--- src/rtl/sfifo_param_if.sv ---
// sfifo_param_if: data-side bundle of the single-clock FIFO (producer/consumer signals)
interface sfifo_param_if #(
    parameter int DATA_WIDTH = 32,
    parameter int DEPTH      = 16
) ();
    logic                     clr_i;
    logic                     we_i;
    logic [DATA_WIDTH-1:0]    data_w;
    logic                     re_i;
    logic [DATA_WIDTH-1:0]    data_r;
    logic                     full;
    logic                     empty;
    logic                     almost_full;
    logic                     almost_empty;
    logic [$clog2(DEPTH):0]   count;
    logic                     overflow;
    logic                     underflow;

    modport master (
        output clr_i, we_i, data_w, re_i,
        input  data_r, full, empty, almost_full, almost_empty, count, overflow, underflow
    );

    modport slave (
        input  clr_i, we_i, data_w, re_i,
        output data_r, full, empty, almost_full, almost_empty, count, overflow, underflow
    );
endinterface

--- src/rtl/sfifo_param.sv ---
// sfifo_param: single-clock FIFO with count, almost flags, sticky errors, flush; SFIFO_FWFT_EN selects fall-through read
module sfifo_param #(
    parameter int DATA_WIDTH = 32,
    parameter int DEPTH      = 16,
    parameter int AF_LEVEL   = DEPTH - 2,
    parameter int AE_LEVEL   = 2
) (
    input  logic          clk,
    input  logic          arst,
    sfifo_param_if.slave  bus
);
    localparam int AW = $clog2(DEPTH);
    localparam logic [AW:0] DL  = DEPTH[AW:0];
    localparam logic [AW:0] AFL = AF_LEVEL[AW:0];
    localparam logic [AW:0] AEL = AE_LEVEL[AW:0];

    logic [DATA_WIDTH-1:0] r_mem [DEPTH];
    logic [AW:0]           r_wptr, r_rptr, r_count;
    logic                  r_full, r_empty, r_af, r_ae, r_ov, r_un;
    logic                  w_wr_ok, w_rd_ok;
    logic [AW:0]           w_cnt_next;

    assign w_wr_ok    = bus.we_i & (~r_full | bus.re_i);
    assign w_rd_ok    = bus.re_i & ~r_empty;
    assign w_cnt_next = r_count + (AW+1)'(w_wr_ok) - (AW+1)'(w_rd_ok);

    // pointers, occupancy, registered flags and sticky errors
    always_ff @(posedge clk) begin
        if (arst) begin
            r_wptr  <= '0;
            r_rptr  <= '0;
            r_count <= '0;
            r_full  <= 1'b0;
            r_empty <= 1'b1;
            r_af    <= 1'b0;
            r_ae    <= 1'b1;
            r_ov    <= 1'b0;
            r_un    <= 1'b0;
        end else if (bus.clr_i) begin
            r_wptr  <= '0;
            r_rptr  <= '0;
            r_count <= '0;
            r_full  <= 1'b0;
            r_empty <= 1'b1;
            r_af    <= 1'b0;
            r_ae    <= 1'b1;
        end else begin
            r_wptr  <= r_wptr + (AW+1)'(w_wr_ok);
            r_rptr  <= r_rptr + (AW+1)'(w_rd_ok);
            r_count <= w_cnt_next;
            r_full  <= w_cnt_next == DL;
            r_empty <= w_cnt_next == '0;
            r_af    <= w_cnt_next >= AFL;
            r_ae    <= w_cnt_next <= AEL;
            r_ov    <= r_ov | (bus.we_i & ~w_wr_ok);
            r_un    <= r_un | (bus.re_i & ~w_rd_ok);
        end
    end

    // storage write; array deliberately has no reset
    always_ff @(posedge clk) begin
        if (!arst && !bus.clr_i && w_wr_ok) r_mem[r_wptr[AW-1:0]] <= bus.data_w;
    end

`ifdef SFIFO_FWFT_EN
    assign bus.data_r = r_mem[r_rptr[AW-1:0]];
`else
    logic [DATA_WIDTH-1:0] r_data_r;

    // registered read: head word captured on the accepting edge
    always_ff @(posedge clk) begin
        if (arst) r_data_r <= '0;
        else if (!bus.clr_i && w_rd_ok) r_data_r <= r_mem[r_rptr[AW-1:0]];
    end

    assign bus.data_r = r_data_r;
`endif

    assign bus.full         = r_full;
    assign bus.empty        = r_empty;
    assign bus.almost_full  = r_af;
    assign bus.almost_empty = r_ae;
    assign bus.count        = r_count;
    assign bus.overflow     = r_ov;
    assign bus.underflow    = r_un;
endmodule

--- src/flat_wrapper.sv ---
// flat-port wrapper written by rule: the top's interface ports become plain ports
module sfifo_param_flat 
#(
    parameter int DATA_WIDTH = 32,
    parameter int DEPTH      = 16,
    parameter int AF_LEVEL   = DEPTH - 2,
    parameter int AE_LEVEL   = 2
)
  (clk, arst, bus_clr_i, bus_we_i, bus_data_w, bus_re_i, bus_data_r, bus_full, bus_empty, bus_almost_full, bus_almost_empty, bus_count, bus_overflow, bus_underflow);
  sfifo_param_if #(.DATA_WIDTH(DATA_WIDTH), .DEPTH(DEPTH)) bus_i ();
  input  logic clk;
  input  logic arst;
  input wire logic [$bits(bus_i.clr_i)-1:0] bus_clr_i;
  input wire logic [$bits(bus_i.we_i)-1:0] bus_we_i;
  input wire logic [$bits(bus_i.data_w)-1:0] bus_data_w;
  input wire logic [$bits(bus_i.re_i)-1:0] bus_re_i;
  output wire logic [$bits(bus_i.data_r)-1:0] bus_data_r;
  output wire logic [$bits(bus_i.full)-1:0] bus_full;
  output wire logic [$bits(bus_i.empty)-1:0] bus_empty;
  output wire logic [$bits(bus_i.almost_full)-1:0] bus_almost_full;
  output wire logic [$bits(bus_i.almost_empty)-1:0] bus_almost_empty;
  output wire logic [$bits(bus_i.count)-1:0] bus_count;
  output wire logic [$bits(bus_i.overflow)-1:0] bus_overflow;
  output wire logic [$bits(bus_i.underflow)-1:0] bus_underflow;
  assign bus_i.clr_i = bus_clr_i;
  assign bus_i.we_i = bus_we_i;
  assign bus_i.data_w = bus_data_w;
  assign bus_i.re_i = bus_re_i;
  assign bus_data_r = bus_i.data_r;
  assign bus_full = bus_i.full;
  assign bus_empty = bus_i.empty;
  assign bus_almost_full = bus_i.almost_full;
  assign bus_almost_empty = bus_i.almost_empty;
  assign bus_count = bus_i.count;
  assign bus_overflow = bus_i.overflow;
  assign bus_underflow = bus_i.underflow;
  sfifo_param #(.DATA_WIDTH(DATA_WIDTH), .DEPTH(DEPTH), .AF_LEVEL(AF_LEVEL), .AE_LEVEL(AE_LEVEL)) u_core (.clk(clk), .arst(arst), .bus(bus_i));
endmodule
--- config.mk ---
export PLATFORM = sky130hd
export DESIGN_NAME = sfifo_param_flat
export DESIGN_NICKNAME = d
export VERILOG_FILES = /design/src/rtl/sfifo_param_if.sv /design/src/rtl/sfifo_param.sv /design/src/flat_wrapper.sv
export SDC_FILE = /design/constraint.sdc
export NUM_CORES = 1
export LEC_CHECK = 0
export BUFFER_PORTS_ARGS = -buffer_cell sky130_fd_sc_hd__buf_2
export CORE_MARGIN = 2
export CORE_UTILIZATION = 24
export DETAILED_ROUTE_END_ITERATION = 8
export SETUP_SLACK_MARGIN = 0.1
export SYNTH_ARGS = -nofsm -noshare
export SYNTH_HDL_FRONTEND = slang
export SYNTH_SLANG_ARGS = --single-unit
--- constraint.sdc ---
create_clock -name clk -period 3.8 [get_ports clk]
set_input_delay 0.76 -clock clk [delete_from_list [all_inputs] [get_ports clk]]
set_output_delay 0.76 -clock clk [all_outputs]
set_load 0.005 [all_outputs]
==> impl_metrics.tcl <==
set metrics [dict create \
    fin_worst_skew_ns 0.0194 \
    track_usage 0.0988 \
    synthTopCellsByArea "edfxtp_1 (72%), mux4_2 (14%), dfxtp_1 (4.8%)" \
    cts_buffers 56 \
    max-vdd-ir-drop_v 0.000349 \
    fillers 8551 \
    htreeDepth 2 \
    holdWs_ns 0.445 \
    worstSkewPairLatency_ns 0.60 \
    worstPathMaxFanout 29 \
    cts-root-buf "clkbuf_16" \
    die_h_um 302 \
    routed_wl_um 44800 \
    antenna_found_initial 6 \
    wl_per_cell_um 19.3 \
    maxCapViolations 0 \
    swShare 0.197 \
    cts_resized 0 \
    synth_async_sr_flop_share 0 \
    antenna_cells 0 \
    grt_max_degree 54 \
    drc 0 \
    power_switching_uw 2510 \
    grt_pass1_wl_um 68000 \
    syn_to_final_growth_pct 18.5 \
    dp.final_hpwl_um 27100 \
    io_pins 80 \
    powerDensity_nw_per_um2 505 \
    utilization 0.286 \
    die_x_um 302 \
    gp_congestion 0.716 \
    nets 1157 \
    synth_top_cell_area_share 0.721 \
    drive_above_1_share 0.295 \
    slew-limit-headroom 0.291 \
    initial_core_util 0.242 \
    fin_tns_setup_ns 0 \
    cts.sink_count 563 \
    hold_buffers 0 \
    synth_area_per_cell_um2 21.5 \
    post-cts-setup-buffer-count 0 \
    syn-num-nets 1034 \
    viasPerCell 4.23 \
    power_frac_clock 0.433 \
    setup_viol 0 \
    synth_cell_type_count 33 \
    total_power_uw 12800 \
    ant_nets 0 \
    worst_pin_slew_ns 1.06 \
    hold_path_class "in2reg" \
    seqPwrFrac 0.535 \
    slew_violations 0 \
    clk_pin_slew_ns 0.06 \
    dr.pass1.iters 5 \
    yosysMostFrequentCell "edfxtp_1" \
    finalCriticalPeriod_ns 2.47 \
    combPwrFrac 0.032 \
    grt_pass1_vias 10700 \
    die-area_um2 91200 \
    status "complete, no violations" \
    tritoncts "built" \
    crit_required_ns 4.28 \
    p_int_uw 10200 \
    synth_cells 989 \
    vias 9835 \
    place_ws_ns 0.857 \
    yosys_warnings 0 \
    synth-seq-area-share 0.769 \
    arrival_ns 2.95 \
    std_cell_rows 109 \
    startpoint_type "register" \
    portBuffers 79 \
    synth_edf_count 512 \
    p_leak_uw 0.00791 \
    critical_path_class "reg2reg" \
    core_um2 88200 \
    r2r_slack_ns 1.33 \
    period_share 0.650 \
    first_iter_violations 620 \
    fin_ws_ns 1.33 \
    clock_path_buffers 3 \
    grt_overflow 0 \
    yosys-top-cells-count "edfxtp_1 (512), mux4_2 (128), nor2_1 (88), mux2i_1 (64), dfxtp_1 (51)" \
    rsz0062_at_grt "no" \
    setup.worst_path.end_class "register" \
    fmax_mhz 405 \
    synth_top_area_cell "edfxtp_1" \
    hold_viol 0 \
    ys.flop_type "edfxtp_1" \
    ys_ff_latch 563 \
    netlist_area_um2 21300 \
]
## per-stage QoR
stage	std cells	cell area [um2]
floorplan	989	21300
global placement	2219	23400
detailed placement	2219	23400
CTS	2323	25200
global route	2323	25200
finish	2323	25200
## logic make-up (layout without fill, tap and decap cells)
group                      after synthesis  count (layout)  share of synthesized area
xor gates and xnor gates                10              10                    0.00411
and+or+nand+nor                        120             120                     0.0241
AOI/OAI and AO/OA                       42              42                     0.0165
buffers and inverters                   54             223                     0.0156
DFF                                    563             563                      0.769
muxes                                  192             192                      0.165
adders and majority gates                8               8                    0.00505
## layout by cell type (no fill, tap or decap), drive strengths merged, types with 7 or more instances in the layout
| cell type | instances |
|---|---|
| edfxtp | 512 |
| mux4 | 128 |
| buf | 114 |
| nor2 | 88 |
| clkbuf | 72 |
| mux2i | 64 |
| dfxtp | 51 |
| a211o | 32 |
| clkinv | 23 |
| ha | 7 |
| bufinv | 7 |
## power groups by stage
stage               clock network, uW  registers [uW]  logic, uW
finish                           5520            6820        413
global placement                    0            6950        404
detailed placement                  0            6950        422
global route                     5880            6820        459
floorplan                           0            6950        240
CTS                              5670            6820        423
## worst max-delay path, cell delays in order, from the launching register on
cell and delay [ns]:
dfxtp_4 0.79, buf_4 0.47, mux4_2 0.56, mux2i_1 0.15, nor2_1 0.06, a211o_1 0.29
## final timing paths
path	startpoint	endpoint	cells after the start
hold / removal	arst	u_core.bus.overflow$_SDFFE_PP0N_	2
hold reg to reg	u_core.bus.data_r[17]$_SDFFE_PP0P_	u_core.bus.data_r[17]$_SDFFE_PP0P_	1
setup reg to reg	u_core.r_rptr[0]$_SDFF_PP0_	u_core.bus.data_r[8]$_SDFFE_PP0P_	5
setup / recovery	u_core.r_rptr[0]$_SDFF_PP0_	u_core.bus.data_r[8]$_SDFFE_PP0P_	5
## layer usage
| layer | global-route usage | wire length, um |
|---|---|---|
| met3 | 0.0180 | 1940 |
| met2 | 0.176 | 23100 |
| met5 | 0 | 41 |
| met1 | 0.122 | 18800 |
| met4 | 0.0292 | 891 |
## state kept, by name, summed over array words and instances (netlist names), 4 cells and up
name               flops
u_core.bus.count       5
u_core.r_wptr          4
u_core.bus.data_r     32
u_core.r_mem         512
u_core.r_rptr          4
## cell type report
class	count	area, um2	share of cell area
clock inverters	32	347	0.0137
flip-flops and latches	563	16400	0.650
clock buffers	72	1510	0.0600
multi-input cells	372	4730	0.188
inverters	5	18.8	0.000743
repair buffers	114	771	0.0305
well taps	1165	1460	0.0577
Power figures use the tool's default switching activity.
